<file path="config.mk">
export PLATFORM = sky130hd
export DESIGN_NAME = alu_issue_unit
export DESIGN_NICKNAME = d
export VERILOG_FILES = /design/src/rtl/alu_issue_unit.sv
export SDC_FILE = /design/constraint.sdc
export NUM_CORES = 1
export LEC_CHECK = 0
export CAP_MARGIN = 20
export CORE_UTILIZATION = 34
export CTS_CLUSTER_DIAMETER = 200
export DETAILED_ROUTE_END_ITERATION = 16
export PLACE_DENSITY = 0.7
export SETUP_SLACK_MARGIN = 0.1
export SLEW_MARGIN = 20
export SYNTH_ARGS = -nofsm -noshare
export SYNTH_HDL_FRONTEND = slang
export SYNTH_SLANG_ARGS = --single-unit
</file>
<file path="constraint.sdc">
create_clock -name clk -period 3.3 [get_ports clk]
set_clock_uncertainty 0.15 [all_clocks]
set_input_delay 0.66 -clock clk [delete_from_list [all_inputs] [get_ports clk]]
set_output_delay 0.66 -clock clk [all_outputs]
set_load 0.02 [all_outputs]
</file>
<file path="src/rtl/alu_issue_unit.sv">
// ALU issue unit: decodes a request into an ALU control code, drives operands
// for ALU_LAT cycles, then captures and holds the result until it is consumed.
module alu_issue_unit #(
    parameter int ALU_LAT = 1
) (
    input  logic        clk,
    input  logic        reset,
    input  logic        req_valid,
    output logic        req_ready,
    input  logic [1:0]  aluop_main,
    input  logic [2:0]  funct3,
    input  logic        funct7b5,
    input  logic [31:0] opA,
    input  logic [31:0] opB,
    output logic [31:0] alu_A,
    output logic [31:0] alu_B,
    output logic [3:0]  alu_ctrl,
    input  logic [31:0] alu_result,
    output logic        rsp_valid,
    input  logic        rsp_ready,
    output logic [31:0] rsp_result,
    output logic        rsp_zero,
    output logic        rsp_illegal
);

    localparam logic [3:0] CTRL_AND = 4'b0000;
    localparam logic [3:0] CTRL_OR  = 4'b0001;
    localparam logic [3:0] CTRL_ADD = 4'b0010;
    localparam logic [3:0] CTRL_SUB = 4'b0110;

    typedef enum logic [1:0] {IDLE, EXEC, RESP} state_t;

    state_t     state;
    logic [1:0] cnt;
    logic [3:0] dec_ctrl;
    logic       dec_illegal;

    always_comb begin
        dec_ctrl    = CTRL_ADD;
        dec_illegal = 1'b0;
        case (aluop_main)
            2'b00: dec_ctrl = CTRL_ADD;
            2'b01: dec_ctrl = CTRL_SUB;
            2'b10: begin
                case ({funct3, funct7b5})
                    4'b000_0: dec_ctrl = CTRL_ADD;
                    4'b000_1: dec_ctrl = CTRL_SUB;
                    4'b111_0: dec_ctrl = CTRL_AND;
                    4'b110_0: dec_ctrl = CTRL_OR;
                    default:  dec_illegal = 1'b1;
                endcase
            end
            default: dec_illegal = 1'b1;
        endcase
    end

    // Handshake flags are registered alongside the state so they never glitch.
    always_ff @(posedge clk) begin
        if (reset) begin
            state       <= IDLE;
            cnt         <= '0;
            req_ready   <= 1'b1;
            rsp_valid   <= 1'b0;
            rsp_result  <= '0;
            rsp_zero    <= 1'b0;
            rsp_illegal <= 1'b0;
            alu_A       <= '0;
            alu_B       <= '0;
            alu_ctrl    <= '0;
        end else begin
            case (state)
                IDLE: begin
                    if (req_valid) begin
                        req_ready <= 1'b0;
                        if (dec_illegal) begin
                            // Undecodable requests skip the ALU entirely.
                            alu_ctrl    <= 4'b0000;
                            rsp_result  <= '0;
                            rsp_zero    <= 1'b1;
                            rsp_illegal <= 1'b1;
                            rsp_valid   <= 1'b1;
                            state       <= RESP;
                        end else begin
                            alu_A    <= opA;
                            alu_B    <= opB;
                            alu_ctrl <= dec_ctrl;
                            cnt      <= 2'(ALU_LAT - 1);
                            state    <= EXEC;
                        end
                    end
                end
                EXEC: begin
                    if (cnt == 2'd0) begin
                        rsp_result  <= alu_result;
                        rsp_zero    <= (alu_result == 32'd0);
                        rsp_illegal <= 1'b0;
                        rsp_valid   <= 1'b1;
                        state       <= RESP;
                    end else begin
                        cnt <= cnt - 2'd1;
                    end
                end
                RESP: begin
                    if (rsp_ready) begin
                        rsp_valid <= 1'b0;
                        req_ready <= 1'b1;
                        state     <= IDLE;
                    end
                end
                default: begin
                    state     <= IDLE;
                    req_ready <= 1'b1;
                    rsp_valid <= 1'b0;
                end
            endcase
        end
    end

endmodule

</file>
## Word level (Yosys, flattened, before mapping)

Cells that the tools add are included.

- Add/sub/neg operators: 1
- Equal/unequal tests: 13
- Mux-type cells: 30
- Bitwise gates (word level): 2
- Reduce and logical (&&, ||, !) cells: 15

Operators with widths:

| operator | count |
|---|---|
| two-way mux 32 bit | 3 |
| one-hot mux 32 bit (2 select lines) | 1 |
| logical NOT 32 bit | 1 |
| two-way mux 2 bit | 7 |
| inequality test 2 bit, second input constant | 6 |
| AND reduction 4 bit | 3 |
| two-way mux 1 bit | 9 |
| one-hot mux 3 bit (3 select lines) | 1 |
| AND reduction 3 bit | 3 |
| == test 4 bit, second input constant | 2 |
| logical NOT 2 bit | 3 |
| one-hot mux 1 bit (2 select lines) | 3 |
| one-hot mux 1 bit (3 select lines) | 2 |
| one-hot mux 2 bit (3 select lines) | 1 |
| one-hot mux 3 bit (2 select lines) | 1 |
| == test 2 x 1 -> 1 bit, second input constant | 2 |
| == test 2 bit, second input constant | 2 |
| == test 4 x 1 -> 1 bit, second input constant | 1 |
| logical NOT 4 bit | 1 |
| two-way mux 4 bit | 1 |
| one-hot mux 2 bit (2 select lines) | 1 |
| OR reduction 4 bit | 1 |
| inverter 1 bit | 2 |
| AND reduction 2 bit | 1 |
| other kinds (3) | 3 |

- Bits in registers: 108
- Bits of input ports: 106
- Output and inout port bits: 104
- Word-level logic and storage cells: 71

## Longest topological paths before layout

Gate-level depths: netlist of run 1.

- Depth after elaboration: 7
- Mapped depth: 8
- Depth with buffers taken out: 6

## Worst setup path before layout of run 1

Ideal clock, no wire load.

- Path type: in2reg
- Start: in aluop_main[0]
- End: reg rsp_result[0]
- Setup time: 126 ps
- Data arrival time: 2111 ps
- Setup slack: 913 ps
- Stages on the path: 8
- Buffers on the path: 2
- Cells stage by stage: inv_1 ha_1 nor3_1 a22oi_1 a21o_1 buf_2 buf_2 mux2i_1

- Longest elaborated chain between the ends: 5
- Elaborated cells between the ends (all ways): 7

RTL lines:

| element | RTL line | source |
|---|---|---|
| start, declared | 10 | `input logic [1:0] aluop_main,` |
| == test 2 x 1 -> 1 bit or logical NOT 2 bit (tied branches) | 41 | `case (aluop_main)` |
| OR reduction 2 bit (no line) | -- |  |
| one-hot mux 1 bit (2 select lines) (*) | 41 |  |
| inequality test 2 bit (no line) (*) | -- |  |
| AND reduction 4 bit (no line) (*) | -- |  |
| end signal, assigned | 94 | `rsp_result <= alu_result;` |
| end, declared | 21 | `output logic [31:0] rsp_result,` |

Mark *: on every way between the ends. The rest lies on a longest branch, timed or not.
A chain may end at the register's enable or synchronous reset.

## Worst setup path after layout of run 1

- Start: in aluop_main[0]
- End: reg alu_A[25]

- Longest elaborated chain between the ends: 5
- Elaborated cells between the ends (all ways): 7

RTL lines:

| element | RTL line | source |
|---|---|---|
| == test 2 x 1 -> 1 bit or logical NOT 2 bit (tied branches) | 41 |  |
| OR reduction 2 bit (no line) | -- |  |
| one-hot mux 1 bit (2 select lines) (*) | 41 |  |
| inverter 1 bit (no line) (*) | -- |  |
| AND reduction 3 bit (no line) (*) | -- |  |
| end signal, assigned | 84 | `alu_A <= opA;` |
| end, declared | 15 | `output logic [31:0] alu_A,` |

Marked as above.

==> results.md, run 1 <==
* Crit path max-delay family: buffers and inverters
* Hold WC Path Type: register to register
* Slew @ Worst Pin at 0.590 ns
* Slew headroom at 60.7%
* H-tree Lvls at 3
* Area Overhead vs Synth at 60.7%
* Die width at 113 µm
* I/O pin cnt at 210
* Area leader, netlist: dfxtp_1
* # nets final at 798
* Hold Crit Depth at 2
* Rows at 40
* First drt pass iteration count at 4
* Die area at 12800 µm²
* Fin. max-slew vios at 0
* DRC at 0
* FF-to-FF setup slack at 1.19 ns
* Post-synth EDFFs at 0
* Layout cells sized above 1 at 4.05%
* Clock root buffer: clkbuf_16
* Initial Utilization at 34.9%
* Synth async-reset ratio at 0%
* Slowest library cell on the worst path: clkdlybuf4s50_1
* Worst path depth at 9
* Reg-to-reg endpoint: alu_A[25]
* Final core occ at 56.1%
* Setup TNS at 0 ns
* Initial antenna violation count at 0
* CTS Hold Buffers Added at 0
* R2R Path Start: state[1]
* Vias in the first global route at 4055
* Sequential area share after synthesis at 51.1%
* GRT Total Usage at 18.4%
* Post-CTS Resized at 0
* Crit path DAT at 2.91 ns
* CP Capture Type: register
* CTS Buf Count at 9
* Max-cap viol count at 0
* Cell Pwr Density at 472 nW/µm²
* Distinct cells, synth at 34
* Clk pin slew, worst setup/hold paths at 0.07 ns
* Clock sink total at 107
* CP max stage delay at 0.48 ns
* Ant diodes at 0
* Yosys top cell area share at 51.1%
* Congestion Overflow GR at 0
* Ys flop type: dfxtp_1
* WL final at 11700 µm
* Clock Tree Buf Depth at 2
* Dpl hpwl at 8530 µm
* Yosys warnings at 0
* Gate Count Post-Synth at 497
* Hold Path Sink: alu_B[25]
* Die H at 113 µm
* Worst IR Drop VDD at 353 µV
* Critical Path, Cell by Cell: clkdlybuf4s50_1, inv_1, ha_1, nor3_1, buf_4, a311o_2, buf_12, nand2_1, a21oi_1
* R2r worst-path depth at 5
* Largest net degree at the start of global routing at 68
* Max Freq at 357 MHz
* Final Hold Viols at 0
* Syn Area/Cell at 8.44 µm²
* Core box area at 12000 µm²
* Fin worst setup slack at 0.497 ns
* DRT iter0 DRCs at 158
* Wire length of the first global-routing pass at 19000 µm
* CP required at 3.41 ns
* CTS tree: built
* WS Path Type: input pin to register
* Hold_sp: alu_B[25]
* Placed Area at 6400 µm²
* Setup crit start kind: input pin
* Min cycle time layout at 2.80 ns
* Vias at 4011
* Final Hold Slack at 0.305 ns
* Tcrit/Tclk final at 84.9%
* DRT antenna net count at 0
* Leakage at 2.50 nW
* Buffers plus inverters on the worst setup path at 4
* RePlAce Congestion at 0.783
* Buffers on Ports at 208
* Final instance area at 6740 µm²
* Clock Latency Late Sink at 0.33 ns
* Final Setup Violations at 0
* WL/cell at 14.0 µm
* Via density at 4.78
* Post-synthesis register bit count at 107
* Post-CTS Setup Inserts at 0
* Crit Path Max Fanout at 49
* Post-Syn Nets at 607
* Netlist Area Pre-Place at 4190 µm²
* Pre-CTS setup slack at 0.186 ns
* RSZ-0062 raised after global routing: false
* Area contributors post-synth: dfxtp_1, nand2_1, a21oi_1
* Outcome: finished, final reports clean
## layout make-up
cell class / instances / area (µm²)
clock buffers: 11 / 243
clock inverters: 4 / 98.8
fillers: 1121 / 5270
inverters: 8 / 30.0
multi-input cells: 347 / 1870
flip-flops and latches: 107 / 2140
well taps: 147 / 184
repair buffers: 215 / 2170
## cells in the final DEF (no fill, tap or decap), types with 4 or more instances in the layout
| cell | netlist | final |
|---|---|---|
| nor4_1 | 8 | 8 |
| nand2b_1 | 34 | 34 |
| buf_4 | 5 | 5 |
| nand2_1 | 161 | 161 |
| dfxtp_1 | 107 | 107 |
| nor2b_1 | 6 | 5 |
| ha_1 | 4 | 4 |
| nor2_1 | 6 | 6 |
| mux2i_1 | 32 | 32 |
| inv_1 | 8 | 8 |
| clkbuf_16 | 0 | 9 |
| clkdlybuf4s50_1 | 0 | 207 |
| a21oi_1 | 67 | 67 |
## Yosys cell counts, drive strengths merged (2+ instances only)
| cell | number |
|---|---|
| a21oi | 67 |
| ha | 4 |
| nand2 | 161 |
| mux2i | 32 |
| clkbuf | 18 |
| inv | 8 |
| a21o | 2 |
| a211oi | 2 |
| nor4 | 8 |
| a32oi | 2 |
| or3b | 2 |
| nor2b | 6 |
| a31oi | 2 |
| a22oi | 2 |
| dfxtp | 107 |
| nand4 | 3 |
| buf | 17 |
| nand2b | 34 |
| nor2 | 6 |
| nor3 | 2 |
## worst max-delay path by stage
stage / endpoint / start / slack (ns)
floorplan: rsp_result[0] / aluop_main[0] / 0.91
global placement: alu_B[31] / aluop_main[0] / 0.29
detailed placement: alu_A[11] / aluop_main[0] / 0.19
CTS: alu_A[11] / aluop_main[0] / 0.52
global route: alu_A[25] / aluop_main[0] / 0.31
finish: alu_A[25] / aluop_main[0] / 0.50
## per-stage QoR
stage / power (mW) / std cells
after floorplan: 1.70 / 497
after global placement: 1.99 / 824
after detailed placement: 2.00 / 824
after CTS: 3.22 / 839
after global routing: 3.32 / 839
final: 3.18 / 839
## per-layer routing
layer	GRT usage [%]	wire, µm	vias to the layer above
li1	-	-	2012
met1	20.7	4880	1887
met2	34.0	6100	103
met3	4.87	592	9
met4	4.82	157	0
met5	0	0	-
## kinds of logic after synthesis
| group | count (synthesis) | synth area share [%] |
|---|---|---|
| buffers and inverters | 43 | 4.65 |
| other | 1 | 0.0894 |
| muxes | 32 | 7.64 |
| adders and majority gates | 4 | 1.19 |
| AOI/OAI and AO/OA | 83 | 11.2 |
| and+or+nand+nor | 227 | 24.1 |
| DFF | 107 | 51.1 |
## sequential cells by signal, indices dropped and copies added (netlist names)
register / count
alu_ctrl: 3
rsp_illegal: 1
req_ready: 1
alu_B: 32
alu_A: 32
rsp_result: 32
state: 2
cnt: 2
rsp_zero: 1
rsp_valid: 1
## worst register-to-register path: stages (launching register included)
cell and delay, ns:
dfxtp_1 0.37, or3b_4 0.46, a311o_2 0.54, buf_12 0.24, nand2_1 0.15, a21oi_1 0.07
## power breakdown
group	total (mW)	switching [mW]	leakage (nW)	internal, mW
clock network	1.21	0.452	0.166	0.760
registers	1.39	0.0346	0.870	1.35
logic	0.584	0.278	1.46	0.305
No activity file was read; power rests on OpenSTA's default activity.
==> inputs of run 2 (changes only) <==
==> constraint.sdc (replaced) <==
create_clock -name clk -period 2.7 [get_ports clk]
set_clock_uncertainty 0.15 [all_clocks]
set_input_delay 0.54 -clock clk [delete_from_list [all_inputs] [get_ports clk]]
set_output_delay 0.54 -clock clk [all_outputs]
set_load 0.02 [all_outputs]
==> run 2 against run 1 <==
Net effect: first-iteration DRC count rose by 20%; global-route usage rose by 0.49 points; via count fell by 0.40%; sequential share of layout area fell by 0.14 points; clock-buffer cell count rose by 4; register-to-register slack got worse by 0.48 ns; total power rose by 19%; wire length rose by 1.1%; worst hold slack got worse by 0.0021 ns; sequential power rose by 22%; sequential cell count did not move; critical path type unchanged; highest routed layer unchanged.
==> results.md, run 2 (synthesis gave the netlist of run 1 again) <==
* Placed Area at 6460 µm² (+0.98%)
* Final Hold Slack at 0.303 ns (-0.00208 ns)
* Rows at 40 (unchanged)
* WL/cell at 14.0 µm (+0.41%)
* WS Path Type: input pin to register
* Dpl hpwl at 8790 µm (+3.1%)
* Post-CTS Resized at 0 (unchanged)
* DRT iter0 DRCs at 189 (+20%)
* Final Hold Viols at 0 (unchanged)
* Final instance area at 6770 µm² (+0.43%)
* CTS tree: built
* RePlAce Congestion at 0.784 (+0.10%)
* GRT Total Usage at 18.8% (+0.49 points)
* Cell Pwr Density at 558 nW/µm² (+18%)
* Die width at 113 µm (unchanged)
* Die H at 113 µm (unchanged)
* First drt pass iteration count at 4 (unchanged)
* Clock Tree Buf Depth at 2 (unchanged)
* Via density at 4.73 (-1.1%)
* Buffers on Ports at 208 (unchanged)
* Post-CTS Setup Inserts at 0 (unchanged)
* Final Setup Violations at 0 (unchanged)
* Largest net degree at the start of global routing at 50 (-26%)
* Max-cap viol count at 0 (unchanged)
* Area Overhead vs Synth at 61.4%
* Ant diodes at 0 (unchanged)
* Most common cell after layout, fill and taps aside: clkdlybuf4s50_1
* Outcome: finished, final reports clean
* CTS Buf Count at 9 (unchanged)
* Clock Latency Late Sink at 0.34 ns (about the same)
* Tcrit/Tclk final at 85.4%
* CP Capture Type: register
* Die area at 12800 µm² (unchanged)
* Layout cells sized above 1 at 4.58% (+0.54 points)
* RSZ-0062 raised after global routing: false
* Worst IR Drop VDD at 309 µV (-12%)
* Fillers at 1113 (-0.71%)
* Initial antenna violation count at 0 (unchanged)
* Fin. max-slew vios at 0 (unchanged)
* CP required at 2.81 ns (-0.60 ns)
* Biggest regs: alu_A (32), alu_B (32), rsp_result (32)
* Leakage at 2.51 nW (+0.77%)
* Crit path DAT at 2.42 ns (-0.49 ns)
* DRC at 0 (unchanged)
* # nets final at 803 (+0.63%)
* Hold WC Path Type: register to register
* Clk pin slew, worst setup/hold paths at 0.07 ns (about the same)
* WL final at 11900 µm (+1.1%)
* Vias at 3995 (-0.40%)
* H-tree Lvls at 3 (unchanged)
* DRT antenna net count at 0 (unchanged)
* Max Freq at 434 MHz
* Core box area at 12000 µm² (unchanged)
* Crit Path Max Fanout at 49 (unchanged)
* Footprint of the multi-input gates at 1870 µm² (unchanged)
* Commonest cells after routing, fill and taps aside: clkdlybuf4s50_1, nand2_1, dfxtp_1
* Clock root buffer: clkbuf_16
* Wire length of the first global-routing pass at 19100 µm (+0.80%)
* Clock sink total at 107 (unchanged)
* Min cycle time layout at 2.30 ns
* CTS Hold Buffers Added at 0 (unchanged)
* Setup crit start kind: input pin
* Congestion Overflow GR at 0 (unchanged)
* Register area at 2140 µm² (unchanged)
* I/O pin cnt at 210 (unchanged)
* Vias in the first global route at 4027 (-0.69%)
* Setup TNS at 0 ns (unchanged)
* Initial Utilization at 34.9% (unchanged)
-- run 2: changes by cell type in the layout (fill, tap and decap cells not counted), sizes merged --
| cell | delta |
|---|---|
| buf | +5 |
| clkbuf | +4 |
| bufinv | -2 |
| clkinv | -1 |
-- run 2: layer usage --
layer  global-route usage, %  share of wire, %
met1                    20.5                40
met2                    34.0                51
met3                    4.61               5.9
met4                    9.39               2.8
met5                       0                 0
-- run 2: through the flow --
| stage | setup slack [ns] | util [%] | power (mW) | instances |
|---|---|---|---|---|
| 6_report | 0.395 | 56.4 | 3.78 | 845 |
| 5_1_grt | 0.241 | 56.4 | 3.95 | 845 |
| 4_1_cts | 0.389 | 56.4 | 3.82 | 845 |
| 3_5_place_dp | 0.0244 | 53.8 | 2.47 | 829 |
| 3_3_place_gp | 0.0875 | 53.8 | 2.46 | 829 |
| 2_1_floorplan | 0.433 | - | 2.08 | 497 |
-- run 2: worst paths after layout --
path / from / endpoint / slack [ns] / depth (start not counted)
max reg2reg: state[1] / alu_B[13] / 0.71 / 5
min: rsp_valid / rsp_valid / 0.30 / 2
max: funct3[0] / alu_B[13] / 0.40 / 6
min reg2reg: rsp_valid / rsp_valid / 0.30 / 2
-- run 2: layout make-up --
type	count	share of cell area, %
clock inverters	1	0.444
inverters	8	0.444
flip-flops and latches	107	31.6
repair buffers	220	33.0
clock buffers	15	4.10
multi-input cells	347	27.7
well taps	147	2.72
-- run 2: critical path, stage by stage --
cell and delay (ns):
clkdlybuf4s50_1 0.43, or3_1 0.47, a311oi_4 0.45, buf_12 0.27, nand2_1 0.08, a21oi_1 0.14
-- run 2: power breakdown --
group	leakage (nW)	total [mW]	internal [mW]	switching (mW)
clock	0.150	1.35	0.797	0.551
combinational	1.50	0.736	0.390	0.346
sequential	0.870	1.69	1.65	0.0408
total	2.51	3.78	2.84	0.938
